[src/rtl/fft_bitrev_loader.sv]
`default_nettype none
// ============================================================================
// Module      : fft_bitrev_loader
// Description : Input stage for a radix-2 FFT. Real signed samples arrive
//               over a valid/ready stream and are stored at their
//               bit-reversed addresses. The stored frame is then streamed out
//               as first-stage butterfly operand pairs (even/odd, real/imag).
//
// Parameters  : SAMPLE_SIZE - width of signed samples in and out
//               FFT_POINTS  - frame length (power of two, >= 4)
//               ADDR_W      - derived address width, leave at default
//
// Ports       : clk, rst_n        - clock, asynchronous active-low reset
//               in_sample         - signed input sample
//               in_valid/in_ready - input handshake (ready only while filling)
//               pair_even_real    - even operand mem[2p]
//               pair_odd_real     - odd operand  mem[2p+1]
//               pair_even_imag    - constant 0 (real input)
//               pair_odd_imag     - constant 0 (real input)
//               pair_index        - pair number p
//               pair_valid/pair_ready - output handshake
//               frame_done        - one-cycle pulse after the last pair
//
// Revision    : 1.0 - initial release
// ============================================================================
module fft_bitrev_loader #(
    parameter int SAMPLE_SIZE = 16,
    parameter int FFT_POINTS  = 16,
    parameter int ADDR_W      = $clog2(FFT_POINTS)
) (
    input  logic                          clk,
    input  logic                          rst_n,
    input  logic signed [SAMPLE_SIZE-1:0] in_sample,
    input  logic                          in_valid,
    output logic                          in_ready,
    output logic signed [SAMPLE_SIZE-1:0] pair_even_real,
    output logic signed [SAMPLE_SIZE-1:0] pair_odd_real,
    output logic signed [SAMPLE_SIZE-1:0] pair_even_imag,
    output logic signed [SAMPLE_SIZE-1:0] pair_odd_imag,
    output logic        [ADDR_W-2:0]      pair_index,
    output logic                          pair_valid,
    input  logic                          pair_ready,
    output logic                          frame_done
);

    // ------------------------------------------------------------------------
    // Constants and types
    // ------------------------------------------------------------------------
    localparam logic [ADDR_W-1:0] WR_LAST = {ADDR_W{1'b1}};
    localparam logic [ADDR_W-2:0] RD_LAST = {(ADDR_W-1){1'b1}};

    typedef enum logic [0:0] {
        ST_FILL  = 1'b0,
        ST_DRAIN = 1'b1
    } state_t;

    // ------------------------------------------------------------------------
    // State
    // ------------------------------------------------------------------------
    state_t                          state_q,          state_d;
    logic        [ADDR_W-1:0]        wr_cnt_q,         wr_cnt_d;
    logic        [ADDR_W-2:0]        rd_cnt_q,         rd_cnt_d;
    logic signed [SAMPLE_SIZE-1:0]   even_q,           even_d;
    logic signed [SAMPLE_SIZE-1:0]   odd_q,            odd_d;
    logic        [ADDR_W-2:0]        index_q,          index_d;
    logic                            pair_valid_q,     pair_valid_d;
    logic                            frame_done_q,     frame_done_d;

    // Sample storage; contents are never reset because a new frame fully
    // overwrites every entry before any of it is read back out.
    logic signed [SAMPLE_SIZE-1:0]   mem_q [FFT_POINTS];

    // ------------------------------------------------------------------------
    // Helpers
    // ------------------------------------------------------------------------
    function automatic logic [ADDR_W-1:0] bitrev(input logic [ADDR_W-1:0] a);
        logic [ADDR_W-1:0] r;
        r = '0;
        for (int i = 0; i < ADDR_W; i++) begin
            r[i] = a[ADDR_W-1-i];
        end
        return r;
    endfunction

    // ------------------------------------------------------------------------
    // Handshake decode
    // ------------------------------------------------------------------------
    logic                w_accept;
    logic                w_wr_last;
    logic                w_pair_fire;
    logic                w_pair_last;
    logic [ADDR_W-2:0]   w_rd_next;
    logic [ADDR_W-2:0]   w_load_idx;
    logic [ADDR_W-1:0]   w_even_addr;
    logic [ADDR_W-1:0]   w_odd_addr;
    logic [ADDR_W-1:0]   w_wr_addr;

    // in_ready depends on the state register only, never on in_valid.
    assign in_ready    = (state_q == ST_FILL);

    assign w_accept    = in_valid && in_ready;
    assign w_wr_last   = w_accept && (wr_cnt_q == WR_LAST);
    assign w_pair_fire = pair_valid_q && pair_ready;
    assign w_pair_last = w_pair_fire && (rd_cnt_q == RD_LAST);
    assign w_rd_next   = rd_cnt_q + (ADDR_W-1)'(1);

    // On the FILL->DRAIN edge pair 0 is loaded; in DRAIN the next pair.
    // Pair 0 reads mem[0] and mem[1] (samples 0 and N/2), both written well
    // before the final sample, which lands at mem[N-1].
    assign w_load_idx  = (state_q == ST_FILL) ? '0 : w_rd_next;
    assign w_even_addr = {w_load_idx, 1'b0};
    assign w_odd_addr  = {w_load_idx, 1'b1};
    assign w_wr_addr   = bitrev(wr_cnt_q);

    // ------------------------------------------------------------------------
    // Next-state logic
    // ------------------------------------------------------------------------
    always_comb begin
        state_d      = state_q;
        wr_cnt_d     = wr_cnt_q;
        rd_cnt_d     = rd_cnt_q;
        even_d       = even_q;
        odd_d        = odd_q;
        index_d      = index_q;
        pair_valid_d = pair_valid_q;
        frame_done_d = 1'b0;

        case (state_q)
            ST_FILL: begin
                if (w_accept) begin
                    wr_cnt_d = wr_cnt_q + ADDR_W'(1);
                    if (w_wr_last) begin
                        wr_cnt_d     = '0;
                        state_d      = ST_DRAIN;
                        even_d       = mem_q[w_even_addr];
                        odd_d        = mem_q[w_odd_addr];
                        index_d      = w_load_idx;
                        pair_valid_d = 1'b1;
                    end
                end
            end

            ST_DRAIN: begin
                if (w_pair_last) begin
                    rd_cnt_d     = '0;
                    pair_valid_d = 1'b0;
                    frame_done_d = 1'b1;
                    state_d      = ST_FILL;
                end else if (w_pair_fire) begin
                    // Next pair is loaded on the handshake edge: no bubble.
                    rd_cnt_d = w_rd_next;
                    even_d   = mem_q[w_even_addr];
                    odd_d    = mem_q[w_odd_addr];
                    index_d  = w_load_idx;
                end
            end

            default: begin
                state_d = ST_FILL;
            end
        endcase
    end

    // ------------------------------------------------------------------------
    // Control and output registers
    // ------------------------------------------------------------------------
    always_ff @(posedge clk or negedge rst_n) begin
        if (!rst_n) begin
            state_q      <= ST_FILL;
            wr_cnt_q     <= '0;
            rd_cnt_q     <= '0;
            even_q       <= '0;
            odd_q        <= '0;
            index_q      <= '0;
            pair_valid_q <= 1'b0;
            frame_done_q <= 1'b0;
        end else begin
            state_q      <= state_d;
            wr_cnt_q     <= wr_cnt_d;
            rd_cnt_q     <= rd_cnt_d;
            even_q       <= even_d;
            odd_q        <= odd_d;
            index_q      <= index_d;
            pair_valid_q <= pair_valid_d;
            frame_done_q <= frame_done_d;
        end
    end

    // ------------------------------------------------------------------------
    // Sample storage write port (bit-reversed address)
    // ------------------------------------------------------------------------
    always_ff @(posedge clk) begin
        if (w_accept) begin
            mem_q[w_wr_addr] <= in_sample;
        end
    end

    // ------------------------------------------------------------------------
    // Outputs
    // ------------------------------------------------------------------------
    assign pair_even_real = even_q;
    assign pair_odd_real  = odd_q;
    assign pair_even_imag = '0;
    assign pair_odd_imag  = '0;
    assign pair_index     = index_q;
    assign pair_valid     = pair_valid_q;
    assign frame_done     = frame_done_q;

endmodule
`default_nettype wire

[config.mk]
export PLATFORM = sky130hd
export DESIGN_NAME = fft_bitrev_loader
export DESIGN_NICKNAME = d
export VERILOG_FILES = /design/src/rtl/fft_bitrev_loader.sv
export SDC_FILE = /design/constraint.sdc
export NUM_CORES = 1
export LEC_CHECK = 0
export BUFFER_PORTS_ARGS = -buffer_cell sky130_fd_sc_hd__buf_2
export CORE_MARGIN = 2
export CORE_UTILIZATION = 30
export CTS_BUF_LIST = sky130_fd_sc_hd__clkbuf_2 sky130_fd_sc_hd__clkbuf_4 sky130_fd_sc_hd__clkbuf_8
export CTS_CLUSTER_SIZE = 40
export DETAILED_ROUTE_END_ITERATION = 8
export SLEW_MARGIN = 20
export SYNTH_ARGS = -nofsm -noshare
export SYNTH_HDL_FRONTEND = slang
export SYNTH_SLANG_ARGS = --single-unit
[constraint.sdc]
create_clock -name clk -period 5.25 [get_ports clk]
set_input_delay 0.2625 -clock clk [delete_from_list [all_inputs] [get_ports clk]]
set_output_delay 0.2625 -clock clk [all_outputs]
set_load 0.03 [all_outputs]
==> reports/metrics.sh, run 1 <==
MAX-VDD-IR-DROP_mV=0.336
FINALWIRELENGTH_UM=28700
POWER.TOTAL_mW=7.43
WORSTREG2REGSTART='rd_cnt_q[0]$_DFFE_PN0P_'
MOSTFREQUENTLAYOUTCELLS='256 x sky130_fd_sc_hd__edfxtp_1, 57 x sky130_fd_sc_hd__buf_2, 48 x sky130_fd_sc_hd__clkbuf_8'
WORST_PIN_SLEW_NS=0.959
DETAILEDROUTE.FIRSTPASSITERATIONCOUNT=4
HP-CLASS='in2reg'
TIMING_HOLD_VIOLATIONS_FINAL=0
RUN_STATUS='complete, no violations'
SYNTH_AREA_PER_CELL_UM2=17.0
WHS_PATH_DEPTH=3
AREA_OF_COMBINATIONAL_CELLS_WITH_MULTIPLE_INPUTS_UM2=3300
DIE_HEIGHT_UM=208
FLOORPLAN.DIE_AREA_UM2=43400
POWER_DENSITY_CELLS_nW_PER_UM2=525
CTS.PATH.MAX_BUFFERS=3
CRIT_PATH_START='rd_cnt_q[0]$_DFFE_PN0P_'
POST_CTS.REPAIR.SETUP_BUFFERS=0
GRT_PASS1_WL_UM=42700
ROUTEDWLPERCELL_UM=20.7
TOTAL_ROUTING_RESOURCE_UTILIZATION_AFTER_GLOBAL_ROUTING_PCT=13.0
RATIO_OF_ROUTED_VIAS_TO_STANDARD_CELLS=4.76
START_UTIL_PCT=30.5
CTS_RESIZED=0
MAX_SLEW_VIOLATION_COUNT=0
SYNTH_WARNINGS=0
SYNTH_SEQ_AREA_SHARE_PCT=70.3
DESIGN.FINAL.NETS=844
CTS.SINKS=301
DETAILED_PLACE_HPWL_UM=16800
DRT_DRC_VIOLATIONS_LEFT=0
MOSTFREQUENTLAYOUTCELL='sky130_fd_sc_hd__edfxtp_1'
CRITICAL_PATH_REQUIRED_NS=5.66
FIN_WS_NS=2.39
NUM-FILL-CELLS=3857
SYN_INST=738
CRIT_TYPE='reg2reg'
PLACE_AREA_UM2=13300
SUM_OF_OVERFLOW_ACROSS_ALL_LAYERS_AFTER_GLOBAL_ROUTING=0
DETAILROUTE.VIA_COUNT=6587
GRT_MAX_DEGREE=71
WORST-PATH-MAX-FANOUT=42
LEAKAGE_nW=5.02
SYNTH.DISTINCT_CELLS=43
CTS_TREE='done'
CRIT_PATH_TOP_DELAY_CELL='sky130_fd_sc_hd__dfrtp_4'
MIN_FROM='pair_ready'
NUMBER_OF_GLOBAL_ROUTE_VIAS_BEFORE_REPAIR=6622
WORSTPATHARRIVAL_NS=3.27
SYNTH_REGISTER_BITS=301
MIN_TO='state_q$_DFF_PN0_'
AREA_GROWTH_PCT=13.1
IO-PIN-COUNT=90
SETUP_VIOLATION_TOTAL_IN_THE_FINAL_TIMING_REPORT=0
TIMING.SLEW.HEADROOM_PCT=36.1
R2R_END='pair_even_real[3]$_DFFE_PN0P_'
WORSTREGTOREGCELLS=6
TIMING.CRITICAL_PATH.FROM_TYPE='register'
SETUP_TOTAL_NEGATIVE_SLACK_NS=0
CRITICAL_PATH.ENDPOINT_TYPE='register'
INITIALDRTVIOLATIONCOUNT=435
TIMING.FMAX_MHz=349
IO_BUFFERS=57
FP.COREAREA_UM2=41000
TIMING.MAX_CAP.VIOLATIONS=0
ROOT_BUFFER='sky130_fd_sc_hd__clkbuf_8'
SETUP_REPAIR_AFTER_GLOBAL_ROUTING_MISSED_ITS_MARGIN='false'
POST-PLACE-WS_NS=2.34
WORST_SKEW_PAIR.LATE_LATENCY_NS=0.57
REG2REG_SETUP_SLACK_NS=2.39
WORST_PATH_CELL_CHAIN='ha_2 -> ha_1 -> nor2b_4 -> a221oi_1 -> a21oi_1 -> o31ai_2'
REGISTER_AREA_UM2=8820
PLACEMENTROWS=74
SYNTH.CELL_AREA_UM2=12500
CLOCK_TREE.HTREE_LEVEL_COUNT=2
FINALCRITICALPERIOD_NS=2.86
SLOWEST_DELAY_NS=0.79
LAYOUT_WORST_PATH_CYCLE_SHARE_PCT=54.6
CTS_HOLD_BUF=1
NUMBER_OF_BUFFERS_ADDED_BY_THE_CLOCK_TREE_SYNTHESIS_STEP=45
ROUTABILITYCONGESTION=0.732
INITIAL_ANTENNA_VIOLATION_COUNT=3
FINISH.INSTANCE_AREA_UM2=14200
FINAL.SETUP_SKEW_NS=0.0117
CTS.CLK_SLEW.WORST_PATHS_NS=0.06
FINAL_LAYOUT_SIZE_SUFFIX_GT1_SHARE_PCT=33.4
WORST_HOLD_SLACK_NS=0.0434
DIE_X_UM=208
ROUTE.ANTENNA.REMAINING_NETS=0
INSERTED_DIODES=0
## routing by layer
| metal | vias up | global-route usage, % | wire length [um] |
|---|---|---|---|
| li1 | 2984 | - | - |
| met1 | 3345 | 16.2 | 12000 |
| met3 | 58 | 2.17 | 1230 |
| met2 | 194 | 23.0 | 14700 |
| met4 | 6 | 4.54 | 675 |
| met5 | - | 0 | 34 |
## stage by stage
stage          cells  util, %
2_1_floorplan    769        -
6_report        1385     34.5
3_3_place_gp    1302     32.3
3_5_place_dp    1302     32.3
4_1_cts         1385     34.5
5_1_grt         1385     34.5
## sequential cells by signal, summed over array words and instances, names as in the netlist
register / cells
pair_odd_real: 16
pair_valid: 1
pair_even_real: 16
mem_q: 256
wr_cnt_q: 4
pair_index: 3
rd_cnt_q: 3
state_q: 1
frame_done: 1
## area by class of cell
cell class | instances | area share [%]
flip-flops and latches | 301 | 62.2
multi-input cells | 383 | 23.3
clock buffers | 68 | 5.72
well taps | 532 | 4.70
repair buffers | 81 | 3.30
clock inverters | 14 | 0.609
inverters | 6 | 0.159
## synth_stat cells (all sizes together)
cell	number	share of area, %
edfxtp	256	61
mux2	64	6.6
a221oi	63	5.8
buf	57	3.9
dfrtp	45	9.0
nand2	43	1.3
nand2b	34	1.8
a21oi	32	1.3
mux2i	32	2.6
o31ai	32	3.0
clkbuf	22	0.67
nor2	16	0.48
ha	6	0.60
inv	6	0.18
o21ai	6	0.24
nor3	4	0.16
a21o	3	0.18
nand3	3	0.16
a22o	2	0.14
nor2b	2	0.10
a21boi	1	0.060
a221o	1	0.080
and3b	1	0.070
conb	1	0.030
nand3b	1	0.060
o22a	1	0.070
o22ai	1	0.050
o41ai	1	0.070
or3	1	0.050
xnor2	1	0.070
## critical path, delay by kind of cell (launching register included)
kind | cells | cell delay (ns)
AOI/OAI and AO/OA | 3 | 0.56
and+or+nand+nor | 1 | 0.73
adders and majority gates | 2 | 0.60
DFF | 1 | 0.79
## power breakdown
part	switching, mW	internal (mW)	total [mW]
Clock	0.859	1.03	1.89
Sequential	0.251	2.90	3.15
Combinational	1.58	0.809	2.39
## how the worst max path moves through the flow
stage / cells past startpoint / endpoint / slack (ns)
floorplan: 4 / mem_q[4][0]$_DFFE_PP_ / 2.70
global placement: 5 / pair_odd_real[7]$_DFFE_PN0P_ / 2.39
detailed placement: 6 / pair_odd_real[4]$_DFFE_PN0P_ / 2.34
CTS: 6 / pair_odd_real[4]$_DFFE_PN0P_ / 2.34
global route: 7 / pair_odd_real[12]$_DFFE_PN0P_ / 2.18
finish: 6 / pair_even_real[3]$_DFFE_PN0P_ / 2.39
## logic make-up after synthesis
family	synth area share, %
DFF	70.3
AOI/OAI and AO/OA	11.0
and+or+nand+nor	4.12
muxes	9.15
buffers and inverters	4.71
adders and majority gates	0.599
other	0.0299
xor gates and xnor gates	0.0699
Power figures use the tool's default switching activity.
==> run 2, diff against run 1 <==
--- a/config.mk
+++ b/config.mk
@@ -5,6 +5,7 @@
 export SDC_FILE = /design/constraint.sdc
 export NUM_CORES = 1
 export LEC_CHECK = 0
+export ABC_AREA = 1
 export BUFFER_PORTS_ARGS = -buffer_cell sky130_fd_sc_hd__buf_2
 export CORE_MARGIN = 2
 export CORE_UTILIZATION = 30
==> constraint.sdc (replaced) <==
create_clock -name clk -period 2.6 [get_ports clk]
set_input_delay 0.13 -clock clk [delete_from_list [all_inputs] [get_ports clk]]
set_output_delay 0.13 -clock clk [all_outputs]
set_load 0.03 [all_outputs]
==> run 2 against run 1 <==
  * Via count grew 32%
  * Sequential share of layout area fell by 3.8 points
  * Critical path depth increased by 2
  * Power up 110%
  * Sequential power up 96%
  * Hold slack got worse by 0.012 ns
  * Non-clock buffer count grew 31
  * Clock-buffer cell count is 7 higher
  * Combinational power grew 100%
  * Critical path type unchanged
  * Largest power group unchanged
==> reports/metrics.sh, run 2 <==
MAX-VDD-IR-DROP_mV=0.611  # +82%
MAX_SLEW_VIOLATION_COUNT=0  # unchanged
WORST_PATH_MOST_REPEATED_CELL='sky130_fd_sc_hd__nand3_1'
REGISTERS.TOP_BY_FF_COUNT='mem_q'
RATIO_OF_ROUTED_VIAS_TO_STANDARD_CELLS=4.51  # -5.2%
INSERTED_DIODES=0  # unchanged
CRIT_BUF_INV=2  # +2
DETAILROUTE.VIA_COUNT=8702  # +32%
DETAILED_PLACE_HPWL_UM=19300  # +15%
SYNTH_FLOP_CELL='sky130_fd_sc_hd__edfxtp_1'
DRT_DRC_VIOLATIONS_LEFT=0  # unchanged
SYNTH_AREA_PER_CELL_UM2=10.4  # -39%
FINALCRITICALPERIOD_NS=2.03  # -0.835 ns
ROUTABILITYCONGESTION=0.799  # +9.2%
SLOWEST_DELAY_NS=0.54  # -0.25 ns
POWER_DENSITY_CELLS_nW_PER_UM2=1020  # +94%
TIMING_HOLD_VIOLATIONS_FINAL=0  # unchanged
WORST_SKEW_PAIR.LATE_LATENCY_NS=0.57  # about the same
SYNTH_TOP_AREA_CELL='sky130_fd_sc_hd__edfxtp_1'
CTS_RESIZED=0  # unchanged
SYNTH_MOST_COMMON_CELL='sky130_fd_sc_hd__nand2_1'
MOSTFREQUENTLAYOUTCELLS='316 x sky130_fd_sc_hd__nand2_1, 256 x sky130_fd_sc_hd__edfxtp_1, 194 x sky130_fd_sc_hd__nand3_1'
SETUP_VIOLATION_TOTAL_IN_THE_FINAL_TIMING_REPORT=0  # unchanged
CRIT_PATH_TOP_DELAY_CELL='sky130_fd_sc_hd__buf_4'
CRIT_TYPE='reg2reg'
TIMING.CRITICAL_PATH.FROM_TYPE='register'
NUMBER_OF_BUFFERS_ADDED_BY_THE_CLOCK_TREE_SYNTHESIS_STEP=50  # +11%
SYNTH-EDFF-COUNT=256  # unchanged
ASYNC_RESET_FF_SHARE_PCT=15.0  # unchanged
NUMBER_OF_GLOBAL_ROUTE_VIAS_BEFORE_REPAIR=8648  # +31%
CTS_HOLD_BUF=18  # +17
TIMING.MAX_CAP.VIOLATIONS=0  # unchanged
SYNTH.CELL_AREA_UM2=12900  # +3.1%
DETAILEDROUTE.FIRSTPASSITERATIONCOUNT=5  # +1
START_UTIL_PCT=30.2  # -0.37 points
ROOT_BUFFER='sky130_fd_sc_hd__clkbuf_8'
WORST_PATH_DOMINANT_CELL_FAMILY='buffers and inverters'
IO_BUFFERS=57  # unchanged
CTS.CLK_SLEW.WORST_PATHS_NS=0.06  # about the same
CTS.SINKS=301  # unchanged
CTS.PATH.MAX_BUFFERS=3  # unchanged
SETUP_TOTAL_NEGATIVE_SLACK_NS=0  # unchanged
FINAL_LAYOUT_SIZE_SUFFIX_GT1_SHARE_PCT=13.8  # -20 points
INITIALDRTVIOLATIONCOUNT=639  # +47%
TIMING.FMAX_MHz=493  # +41%
ROUTEDWLPERCELL_UM=16.9  # -19%
POST_CTS.REPAIR.SETUP_BUFFERS=0  # unchanged
SYN_INST=1242  # +68%
RUN_STATUS='complete, no violations'
POST_SYNTH_MOST_FREQUENT_CELLS='318 x sky130_fd_sc_hd__nand2_1, 256 x sky130_fd_sc_hd__edfxtp_1, 194 x sky130_fd_sc_hd__nand3_1, 152 x sky130_fd_sc_hd__inv_1, 146 x sky130_fd_sc_hd__nor2_1'
WORSTPATHARRIVAL_NS=2.52  # -0.75 ns
INITIAL_ANTENNA_VIOLATION_COUNT=2  # -1
POWER.TOTAL_mW=15.3  # +110%
SETUP_REPAIR_AFTER_GLOBAL_ROUTING_MISSED_ITS_MARGIN='false'
CRITICAL_PATH.ENDPOINT_TYPE='register'
DIE_X_UM=211  # +1.5%
SUM_OF_OVERFLOW_ACROSS_ALL_LAYERS_AFTER_GLOBAL_ROUTING=0  # unchanged
IO-PIN-COUNT=90  # unchanged
NUM-FILL-CELLS=4247  # +10%
MOSTFREQUENTLAYOUTCELL='sky130_fd_sc_hd__nand2_1'
POST_SYNTH_MAIN_AREA_CONTRIBUTORS='sky130_fd_sc_hd__edfxtp_1 60%, sky130_fd_sc_hd__nand2_1 9.2%, sky130_fd_sc_hd__dfrtp_1 8.7%'
SYNTH_REGISTER_BITS=301  # unchanged
PLACEMENTROWS=76  # +2.7%
DIE_HEIGHT_UM=211  # +1.5%
WORST_PATH_CELL_CHAIN='buf_4 -> nand2_4 -> buf_12 -> nand2_1 -> nand3_1 -> nand3_1 -> nand3_1 -> nand2_1'
CRITICAL_PATH_REQUIRED_NS=3.09  # -2.57 ns
SYNTH.DISTINCT_CELLS=23  # -47%
FINALWIRELENGTH_UM=32500  # +14%
GRT_MAX_DEGREE=102  # +44%
LARGEST_REGISTER_FFS=256  # unchanged
FINAL.SETUP_SKEW_NS=0.0282  # +0.0165 ns
LEAKAGE_nW=6.54  # +30%
HP-CLASS='in2reg'
DESIGN.FINAL.NETS=1369  # +62%
TOTAL_ROUTING_RESOURCE_UTILIZATION_AFTER_GLOBAL_ROUTING_PCT=14.8  # +1.8 points
YOSYSTOPAREACELLSHARE_PCT=59.5  # -1.8 points
CTS_TREE='done'
TIMING.SLEW.HEADROOM_PCT=44.3  # +8.2 points
WORST_PIN_SLEW_NS=0.836  # -0.123 ns
AREA_GROWTH_PCT=16.8
FP.COREAREA_UM2=42800  # +4.3%
CLOCK_TREE.HTREE_LEVEL_COUNT=2  # unchanged
FLOORPLAN.DIE_AREA_UM2=44700  # +3.0%
GRT_PASS1_WL_UM=50600  # +19%
ROUTE.ANTENNA.REMAINING_NETS=0  # unchanged
LAYOUT_WORST_PATH_CYCLE_SHARE_PCT=78.1  # +23 points
WORST-PATH-MAX-FANOUT=74  # +76%
SYNTH_WARNINGS=0  # unchanged
SYNTH_SEQ_AREA_SHARE_PCT=68.3  # -2.1 points
run 2: cell types whose count changed in the layout (fill, tap and decap cells not counted), sizes merged, moves of 17 or more:
| cell | change |
|---|---|
| inv | +148 |
| a221oi | -63 |
| nand2b | -34 |
| o31ai | -32 |
| nand2 | +276 |
| mux2 | -64 |
| dlygate4sd3 | +17 |
| a21oi | -32 |
| nor2 | +133 |
| mux2i | -32 |
| nand3 | +191 |
run 2: worst paths after layout:
check,from,end,slack [ns],depth (start not counted)
worst max-delay path,state_q$_DFF_PN0_,pair_odd_real[13]$_DFFE_PN0P_,0.57,8
worst min-delay path,in_valid,wr_cnt_q[2]$_DFFE_PN0P_,0.03,4
worst max register to register,state_q$_DFF_PN0_,pair_odd_real[13]$_DFFE_PN0P_,0.57,8
worst min register to register,pair_even_real[10]$_DFFE_PN0P_,pair_even_real[10]$_DFFE_PN0P_,0.47,2
max in group asynchronous,rst_n,state_q$_DFF_PN0_,1.65,3
min in group asynchronous,rst_n,pair_odd_real[7]$_DFFE_PN0P_,0.04,2
run 2: logic make-up (layout without fill, tap and decap cells):
| kind of cell | count (synthesis) | in the layout | share of synthesized area (%) |
|---|---|---|---|
| other | 1 | 32 | 0.0290 |
| adders and majority gates | 6 | 6 | 0.581 |
| AOI/OAI and AO/OA | 10 | 10 | 0.426 |
| xor gates and xnor gates | 2 | 2 | 0.136 |
| and+or+nand+nor | 675 | 675 | 22.0 |
| DFF | 301 | 301 | 68.3 |
| buffers and inverters | 247 | 358 | 8.55 |
run 2: final cells by class:
cell class,instances,area [um2],share of cell area (%)
Sequential cell,301,8820,58.5
Multi-Input combinational cell,725,3130,20.8
Clock buffer,75,913,6.06
Timing Repair Buffer,112,818,5.43
Tap cell,546,683,4.53
Inverter,153,574,3.81
Clock inverter,18,140,0.929
run 2: worst register-to-register path, stage by stage, from the launching register on:
cell                      delay (ns)
sky130_fd_sc_hd__dfrtp_2        0.42
sky130_fd_sc_hd__buf_4          0.54
sky130_fd_sc_hd__nand2_4        0.14
sky130_fd_sc_hd__buf_12         0.24
sky130_fd_sc_hd__nand2_1        0.10
sky130_fd_sc_hd__nand3_1        0.11
sky130_fd_sc_hd__nand3_1        0.11
sky130_fd_sc_hd__nand3_1        0.17
sky130_fd_sc_hd__nand2_1        0.11
run 2: routing by layer:
layer  track usage (%)  routed length (um)  vias to the layer above
met5                 0                   0                        -
li1                  -                   -                     4181
met4              4.23                 698                        0
met2              24.5               15300                      311
met1              19.9               14400                     4162
met3              2.58                2100                       48
run 2: power by group:
| part | switching (mW) | total [mW] | internal [mW] | leakage (nW) |
|---|---|---|---|---|
| registers | 0.327 | 6.16 | 5.84 | 2.88 |
| clock network | 1.87 | 4.32 | 2.45 | 0.558 |
| logic | 3.47 | 4.83 | 1.36 | 3.10 |
run 2: through the flow:
step | utilization [%] | cell area, um2 | worst slack (ns) | hold WS [ns] | cells
4_1_cts | 35.2 | 15100 | 0.536 | 0.00152 | 1930
5_1_grt | 35.2 | 15100 | 0.434 | 0.0177 | 1930
6_report | 35.2 | 15100 | 0.571 | 0.0318 | 1930
3_5_place_dp | 32.4 | 13800 | 0.589 | 0.105 | 1819
3_3_place_gp | 32.4 | 13800 | 0.570 | 0.106 | 1819
2_1_floorplan | - | 13000 | 0.540 | -0.166 | 1273
